### config.mk
export PLATFORM = sky130hd
export DESIGN_NAME = voter_seq_sched
export DESIGN_NICKNAME = d
export VERILOG_FILES = /design/src/rtl/voter_pkg.sv /design/src/rtl/voter_popcount.sv /design/src/rtl/voter_seq_sched.sv
export SDC_FILE = /design/constraint.sdc
export NUM_CORES = 2
export LEC_CHECK = 0
export CAP_MARGIN = 40
export CORE_AREA = 2 2 396 398
export CTS_BUF_LIST = sky130_fd_sc_hd__clkbuf_8
export DETAILED_ROUTE_END_ITERATION = 8
export DIE_AREA = 0 0 398 400
export GPL_TIMING_DRIVEN = 0
export HOLD_SLACK_MARGIN = 0.03
export PLACE_DENSITY_LB_ADDON = 0.3
export SLEW_MARGIN = 5
export SYNTH_ARGS = -nofsm -noshare
export SYNTH_HDL_FRONTEND = slang
export SYNTH_SLANG_ARGS = --single-unit
### constraint.sdc
create_clock -name clk -period 11.1 [get_ports clk]
set_input_delay 1.11 -clock clk [delete_from_list [all_inputs] [get_ports clk]]
set_output_delay 1.11 -clock clk [all_outputs]
set_load 0.02 [all_outputs]
### src/rtl/voter_pkg.sv
// Shared constants and state encoding for the chunked majority voter.
// Every block that needs the vector geometry takes it from here.
package voter_pkg;

  localparam int N      = 1001;
  localparam int CHUNK  = 64;
  localparam int NCHUNK = (N + CHUNK - 1) / CHUNK;
  localparam int CNT_W  = $clog2(N + 1);
  localparam int THRESH = (N + 1) / 2;
  localparam int PC_W   = $clog2(CHUNK + 1);

  typedef enum logic [1:0] {
    IDLE  = 2'd0,
    ACCUM = 2'd1,
    DONE  = 2'd2
  } state_t;

endpackage

### src/rtl/voter_popcount.sv
// Combinational ones counter for one chunk of the vote vector.
module voter_popcount #(
  parameter int W  = 64,
  parameter int OW = $clog2(W + 1)
) (
  input  logic [W-1:0]  bits,
  output logic [OW-1:0] count
);

  always_comb begin
    count = '0;
    for (int i = 0; i < W; i++) begin
      count = count + OW'(bits[i]);
    end
  end

endmodule

### src/rtl/voter_seq_sched.sv
// Majority voter that walks the vote vector one chunk per cycle through a
// single popcount, optionally stopping once the outcome can no longer change.
module voter_seq_sched
  import voter_pkg::*;
#(
  parameter int EARLY_EXIT = 1
) (
  input  logic             clk,
  input  logic             rst,
  input  logic             in_valid,
  output logic             in_ready,
  input  logic [N-1:0]     in_data,
  output logic             out_valid,
  input  logic             out_ready,
  output logic             out_vote,
  output logic [CNT_W-1:0] out_count,
  output logic             busy
);

  localparam int IDX_W = (NCHUNK > 1) ? $clog2(NCHUNK) : 1;
  localparam int PAD_W = NCHUNK * CHUNK;
  localparam logic [CNT_W-1:0] THRESH_C = CNT_W'(THRESH);

  state_t             state_reg;
  logic [N-1:0]       data_reg;
  logic [CNT_W-1:0]   count_reg;
  logic [IDX_W-1:0]   idx_reg;
  logic               out_valid_reg;
  logic               out_vote_reg;
  logic [CNT_W-1:0]   out_count_reg;
  logic               busy_reg;

  // Zero-extending the captured vector makes the last chunk's padding count as 0.
  logic [PAD_W-1:0]   padded;
  logic [CHUNK-1:0]   chunks [NCHUNK];
  logic [CHUNK-1:0]   chunk_sel;
  logic [PC_W-1:0]    chunk_cnt;

  assign padded = PAD_W'(data_reg);

  generate
    for (genvar gi = 0; gi < NCHUNK; gi++) begin : g_chunk
      assign chunks[gi] = padded[gi*CHUNK +: CHUNK];
    end
  endgenerate

  assign chunk_sel = chunks[idx_reg];

  voter_popcount #(
    .W  (CHUNK),
    .OW (PC_W)
  ) u_popcount (
    .bits  (chunk_sel),
    .count (chunk_cnt)
  );

  logic [CNT_W-1:0] count_next;
  logic [31:0]      consumed_next;
  logic [31:0]      rem_next;
  logic [31:0]      reach_next;
  logic             decide_one;
  logic             decide_zero;
  logic             last_chunk;
  logic             finish_now;
  logic             vote_now;

  always_comb begin
    count_next    = count_reg + CNT_W'(chunk_cnt);
    consumed_next = 32'(CHUNK) * (32'(idx_reg) + 32'd1);
    rem_next      = (consumed_next >= 32'(N)) ? 32'd0 : (32'(N) - consumed_next);
    // Best case still reachable: every unseen voter says 1.
    reach_next    = 32'(count_next) + rem_next;
    decide_one    = (EARLY_EXIT != 0) && (count_next >= THRESH_C);
    decide_zero   = (EARLY_EXIT != 0) && (reach_next < 32'(THRESH));
    last_chunk    = (idx_reg == IDX_W'(NCHUNK - 1));
    finish_now    = decide_one || decide_zero || last_chunk;
    if (decide_one) begin
      vote_now = 1'b1;
    end else if (decide_zero) begin
      vote_now = 1'b0;
    end else begin
      vote_now = (count_next >= THRESH_C);
    end
  end

  always_ff @(posedge clk) begin
    if (rst) begin
      state_reg     <= IDLE;
      data_reg      <= '0;
      count_reg     <= '0;
      idx_reg       <= '0;
      out_valid_reg <= 1'b0;
      out_vote_reg  <= 1'b0;
      out_count_reg <= '0;
      busy_reg      <= 1'b0;
    end else begin
      case (state_reg)
        IDLE: begin
          if (in_valid) begin
            data_reg  <= in_data;
            count_reg <= '0;
            idx_reg   <= '0;
            busy_reg  <= 1'b1;
            state_reg <= ACCUM;
          end
        end
        ACCUM: begin
          count_reg <= count_next;
          if (finish_now) begin
            out_vote_reg  <= vote_now;
            out_count_reg <= count_next;
            out_valid_reg <= 1'b1;
            state_reg     <= DONE;
          end else begin
            idx_reg <= idx_reg + IDX_W'(1);
          end
        end
        DONE: begin
          if (out_ready) begin
            out_valid_reg <= 1'b0;
            busy_reg      <= 1'b0;
            state_reg     <= IDLE;
          end
        end
        default: begin
          state_reg <= IDLE;
        end
      endcase
    end
  end

  // Held low during reset even though the state register already reads IDLE.
  assign in_ready  = (state_reg == IDLE) && !rst;
  assign out_valid = out_valid_reg;
  assign out_vote  = out_vote_reg;
  assign out_count = out_count_reg;
  assign busy      = busy_reg;

endmodule

== After elaboration in Yosys (flattened, before gate mapping) ==
Cells that the tools add are included.
Cells by class
  add/subtract/negate cells: 68
  order comparisons: 4
  equality and inequality tests: 7
  mux-type cells: 19
  bitwise gates (word level): 1
  reduce and logical (&&, ||, !) cells: 15
Operators by type and width (count)
  adder 7 x 1 -> 7 bit: 62
  binary-select mux 64 bit (select 4 bit): 1
  2-to-1 mux 64 bit: 2
  adder 10 x 32 -> 32 bit: 1
  < comparator 32 x 9 -> 1 bit, second input constant: 1
  2-to-1 mux 32 bit: 1
  case mux 10 bit (2 select lines): 1
  AND reduction 3 bit: 4
  subtractor 10 x 11 -> 12 bit, first input constant: 1
  >= comparator 11 x 10 -> 1 bit, second input constant: 1
  adder 10 x 7 -> 10 bit: 1
  >= comparator 10 x 9 -> 1 bit, second input constant: 1
  2-to-1 mux 10 bit: 1
  2-to-1 mux 4 bit: 2
  inequality test 2 bit, second input constant: 4
  case mux 4 bit (2 select lines): 1
  2-to-1 mux 2 bit: 3
  case mux 2 bit (3 select lines): 1
  AND reduction 2 bit: 3
  nonzero test 2 bit: 3
  adder 4 x 1 -> 5 bit, second input constant: 1
  >= comparator 5 bit, second input constant: 1
  inverter 4 -> 5 bit: 1
  adder 4 x 1 -> 4 bit, second input constant: 1
  other kinds (10): 15
Storage, ports and cells
  flip-flop bits (word level): 1030
  input bits: 1005
  output and inout bits: 14
  word-level logic and storage cells: 122

== Depth between registers and ports, before layout ==
  depth in word-level cells: 74
  gate-level depth with buffers: 42

== By module ==
Synthesis repeated with hierarchy kept, for this count alone.
Unflattened totals
  cells, all modules: 5241
  area, all modules: 45188.3 µm²
Modules (own cells, without submodules)
  voter_seq_sched: instances 1, cells an instance 5051, area each 43376.6 µm²
  voter_popcount: instances 1, cells an instance 190, area each 1811.7 µm²

== Least setup slack after synthesis ==
Ideal clock, no wire load.
  kind: reg2reg
  start point: register idx_reg[0]
  end point: register out_count_reg[1] (netlist: out_count[1])
  setup time: 0.121 ns
  data arrival time: 11.226 ns
  slack: -0.248 ns
  cell stages (with the launch flop): 37
  cells stage by stage: dfxtp_1 -> clkbuf_1 -> buf_1 -> buf_1 -> mux4_2 -> mux4_2 -> ha_1 -> fa_1 -> fa_1 -> fa_1 -> fa_1 -> fa_1 -> fa_1 -> fa_1 -> inv_1 -> fa_1 -> fa_1 -> fa_1 -> inv_1 -> a21o_1 -> a21oi_1 -> xnor2_1 -> ha_1 -> o21ai_2 -> a21oi_2 -> o21a_1 -> nor2_1 -> xnor2_1 -> ha_1 -> a21oi_1 -> o21ai_1 -> maj3_2 -> a211oi_2 -> o211ai_4 -> a31oi_4 -> buf_6 -> mux2_4
On the way
  cells in the longest elaborated chain, start to end: 73
  elaborated cells between the ends (all ways): 79
  classes of those cells: add/sub (67); order compare (3); eq/ne (1); mux (4); bitwise (1); reduce/logical (3)
Ends and longest elaborated chain
  start, declared: line voter_seq_sched.sv:27  | logic [IDX_W-1:0] idx_reg;
  start signal, assigned: line voter_seq_sched.sv:115  | idx_reg <= idx_reg + IDX_W'(1);
  inverter 4 -> 5 bit (implied by the code) *: line voter_seq_sched.sv:47  | assign chunk_sel = chunks[idx_reg];
  binary-select mux 64 bit (select 4 bit) *: line voter_seq_sched.sv:47
  2-to-1 mux 64 bit (implied by the code) * (2 in a row): line voter_seq_sched.sv:47
  adder 1 x 1 -> 2 bit: line voter_popcount.sv:13  | count = count + OW'(bits[i]);
  adder 7 x 1 -> 7 bit (61 in a row): line voter_popcount.sv:13
  adder 7 x 1 -> 7 bit *: line voter_popcount.sv:13
  adder 10 x 7 -> 10 bit *: line voter_seq_sched.sv:68  | count_next = count_reg + CNT_W'(chunk_cnt);
  via count_next[6]: line voter_seq_sched.sv:57  | logic [CNT_W-1:0] count_next;
  adder 10 x 32 -> 32 bit: line voter_seq_sched.sv:72  | reach_next = 32'(count_next) + rem_next;
  < comparator 32 x 9 -> 1 bit: line voter_seq_sched.sv:74  | decide_zero = (EARLY_EXIT != 0) && (reach_next < 32'(THRESH));
  logical OR 1 bit * (2 in a row): line voter_seq_sched.sv:76  | finish_now = decide_one || decide_zero || last_chunk;
  AND reduction 2 bit (no source line) *
  end signal, assigned: line voter_seq_sched.sv:111  | out_count_reg <= count_next;
  end, declared: line voter_seq_sched.sv:30  | logic [CNT_W-1:0] out_count_reg;
Mark *: on every way through the listed nets, which the timed path passes. The rest lies on a longest branch. The select of a mux whose other input is x is not followed.
A chain may end at the register's enable or synchronous reset.

== Final worst setup path ==
Same ends and word-level chain as after synthesis.

==> results.txt <==
----------------------------------------------------
[Outcome]
  Result of the run ... finished, final reports clean

[Timing]
  Actual transition at the worst max-transition pin ... 1.04 ns
  Pins over their slew limit ... 0
  Max_slew headroom ... 0.300
  Worst clock skew on the final layout ... 0.0349 ns
  Summed negative setup slack over all endpoints ... 0 ns
  Number of hold violations in the final report ... 0
  Achievable clock frequency ... 91.9 MHz
  Period utilisation layout ... 0.980
  Worst hold margin ... 0.451 ns
  Clock period minus worst slack ... 10.88 ns
  Setup-failing EPs final ... 0

[Placement]
  Final weighted congestion in routability-driven placement ... 0.979
  Half-perimeter wire length of the detailed placement result ... 214,000 um
  Post-DP Area ... 58,700 um^2
  Cells after DPL ... 8,322
  IO buf count ... 1,017

[Yosys]
  Synth top cells by count ... 2,062 x sky130_fd_sc_hd__nand2_1, 1,030 x sky130_fd_sc_hd__dfxtp_1, 1,022 x sky130_fd_sc_hd__a21oi_1
  Yosys warning total ... 0
  Synth unique cells ... 69
  Most numerous cell in the Yosys netlist ... sky130_fd_sc_hd__nand2_1
  Post-synthesis average cell area ... 8.70 um^2
  Number of synthesized flops with an enable pin ... 0
  Area contributors post-synth ... sky130_fd_sc_hd__dfxtp_1 46%, sky130_fd_sc_hd__nand2_1 17%, sky130_fd_sc_hd__mux4_2 15%
  Area of the mapped netlist ... 45,100 um^2
  Post-Syn Nets ... 6,276
  Share of the synthesized area in the top cell type ... 0.457
  Gate count of the mapped netlist ... 5,185
  Most used flip-flop cell after synthesis ... sky130_fd_sc_hd__dfxtp_1
  Register area share after synthesis ... 0.457
  Synthesis-stage register bit count ... 1,030
  Cell type contributing the most total cell area after synthesis ... sky130_fd_sc_hd__dfxtp_1
  Synth async-reset ratio ... 0

[GRT]
  Antenna violations before repair ... 109
  Overflow after GRT ... 0
  GRT busiest layer ... met2
  Met1 track demand over resource in global routing ... 0.383
  Number of global-route vias before repair ... 44,306
  Wire length of the first global-routing pass ... 342,000 um
  Global routing met3 resource utilization ... 0.0799
  Global-route track usage on met2 ... 0.520
  Overall routing resource usage ... 0.313
  Pin count of the biggest net entering global routing ... 17

[Drt]
  Detailed-routing iteration count for the pre-antenna-repair pass ... 6
  Post-Route WL ... 258,000 um
  Post-DRT Antenna Nets ... 0
  Vias ... 44,916
  Remaining DRCs ... 0
  Wire length per cell after detailed routing ... 29.6 um
  Vias per Instance ... 5.16
  Iteration-0 DRC count of the detailed router ... 3,644

[Clocking]
  Clock insertion delay at the later pin of the skew report ... 0.90 ns
  Clock sink count ... 1,030
  H-tree levels ... 4
  Root buffer cell ... sky130_fd_sc_hd__clkbuf_8
  Maximum count of clock buffers along a single path ... 3
  Number of clock buffers inserted by TritonCTS ... 184
  Clock edge transition at the registers on the reported setup and hold paths ... 0.06 ns
  Clock tree from TritonCTS ... yes

[Job]
  Max Cap Violations ... 0

[Hold path]
  Hold Path Stages ... 2
  Hold Crit Start ... data_reg[920]
  Type of the worst min-delay path ... reg -> reg
  WHS Endpoint ... data_reg[920]

[Setup path]
  Reg2Reg Launch Point ... idx_reg[0]
  Most used cell along the critical path ... sky130_fd_sc_hd__fa_1
  Cell depth of the worst flop-to-flop path ... 33
  Critical path class ... reg -> reg
  Signal arrival time at the worst endpoint ... 11.66 ns
  Endpoint of the most critical register-to-register path ... out_count[1]
  Crit. End Element ... flop
  Setup slack of the most critical reg-to-reg path ... 0.22 ns
  Type of origin of the critical path ... flop
  Worst Path Max Fanout ... 8
  Cell with the biggest individual delay on the critical path ... sky130_fd_sc_hd__mux4_2
  Max stage delay on crit path ... 0.61 ns
  Worst endpoint required time ... 11.88 ns

[Die]
  Standard cell core area ... 155,000 um^2
  Die area ... 159,000 um^2
  Die outline width ... 398 um
  Initial standard-cell utilization of the core ... 0.291
  Height of the die ... 400 um
  Count of pins on the block boundary ... 1,019
  Row Count ... 145

[Layout]
  Final nets ... 7,575
  Flip-flop count of the largest register, all copies and words added ... 1,001
  Final design utilization ... 0.410
  Area delta synth->final ... 40.9%
  Share of final-layout standard cells stronger than drive strength 1 ... 0.120
  Final Instance Area ... 63,600 um^2
  Non-filler cells, final ... 8,711

[Pwr]
  Pwr/cell area ... 383 nW/um^2
  Static Leakage ... 23.2 nW
  VDD IR max ... 1940 uV

----------------------------------------------------
==> critical path: cells and delay by family, from the launching register on <==
| family | cells | cell delay, ns |
|---|---|---|
| flip-flops | 1 | 0.39 |
| multiplexers | 3 | 1.45 |
| adder cells (fa/ha/maj) | 13 | 6.02 |
| buffers and inverters | 6 | 0.89 |
| AO/OA/AOI/OAI | 7 | 1.20 |
| XOR/XNOR | 1 | 0.27 |
| AND/OR/NAND/NOR | 3 | 0.48 |
==> metal layers <==
layer | share of wire | wire length [um]
met5 | 0.0018 | 471
met4 | 0.045 | 11600
met3 | 0.087 | 22300
met2 | 0.47 | 122000
met1 | 0.39 | 101000
==> cells by family (layout without fill, tap and decap cells) <==
group,count (synthesis),count (layout),share of synthesized area
AOI/OAI and AO/OA,1091,1091,0.126
xor gates and xnor gates,19,19,0.00419
adders and majority gates,87,87,0.0333
buffers and inverters,499,1938,0.0426
DFF,1030,1030,0.457
muxes,334,334,0.157
other,0,29,0
and+or+nand+nor,2125,2125,0.180
==> worst max path at each step <==
stage                               to  slack [ns]  startpoint
after floorplan           out_count[1]       0.006  idx_reg[0]
after CTS                 out_count[1]        0.04  idx_reg[0]
after global placement    out_count[1]       -3.16  idx_reg[0]
final                     out_count[1]        0.22  idx_reg[0]
after detailed placement  out_count[1]       -2.28  idx_reg[0]
after global routing      out_count[1]       -0.02  idx_reg[0]
==> what timing repair did <==
| item | in CTS | in global routing |
|---|---|---|
| hold buffers | 0 | 0 |
| cloned | 1 | 0 |
| setup buffers | 14 | 21 |
| resized for setup | 155 | 48 |
| pin swaps | 16 | 18 |
| endpoints found under the setup margin | 21 | 18 |
==> stage by stage <==
step,power [mW],worst slack (ns)
after floorplan,15.4,0.00597
after global placement,17.2,-3.16
after detailed placement,17.4,-2.28
after CTS,21.6,0.0376
after global routing,25.3,-0.0212
final,24.3,0.224
==> report_power, final <==
part           internal (mW)  total (mW)  leakage, nW  switching, mW
sequential              4.27        4.61         8.46          0.331
clock                   1.91        3.64         2.15           1.73
combinational           6.78        16.1         12.6           9.31
total                   13.0        24.3         23.2           11.4
==> final cells by class <==
cell class	instances	area, um^2
diodes	29	72.6
plain buffers	419	2120
clock buffers	229	3150
clock inverters	97	554
fillers	15761	91600
inverters	78	293
multi-input cells	3656	22800
flip-flops and latches	1030	20600
well taps	2058	2570
repair buffers	1115	11300
==> cell usage in the layout (no fill, tap or decap), types with 14 or more instances in the layout <==
master / instances
sky130_fd_sc_hd__a21oi_1: 1018
sky130_fd_sc_hd__buf_12: 14
sky130_fd_sc_hd__buf_4: 36
sky130_fd_sc_hd__buf_6: 32
sky130_fd_sc_hd__buf_8: 42
sky130_fd_sc_hd__clkbuf_1: 336
sky130_fd_sc_hd__clkbuf_2: 21
sky130_fd_sc_hd__clkbuf_8: 234
sky130_fd_sc_hd__clkdlybuf4s50_1: 1017
sky130_fd_sc_hd__dfxtp_1: 1028
sky130_fd_sc_hd__diode_2: 29
sky130_fd_sc_hd__fa_1: 47
sky130_fd_sc_hd__ha_1: 21
sky130_fd_sc_hd__inv_1: 147
sky130_fd_sc_hd__mux2i_1: 35
sky130_fd_sc_hd__mux4_2: 297
sky130_fd_sc_hd__nand2_1: 2062
sky130_fd_sc_hd__o21ai_0: 26
(Power assumes the default switching activity.)
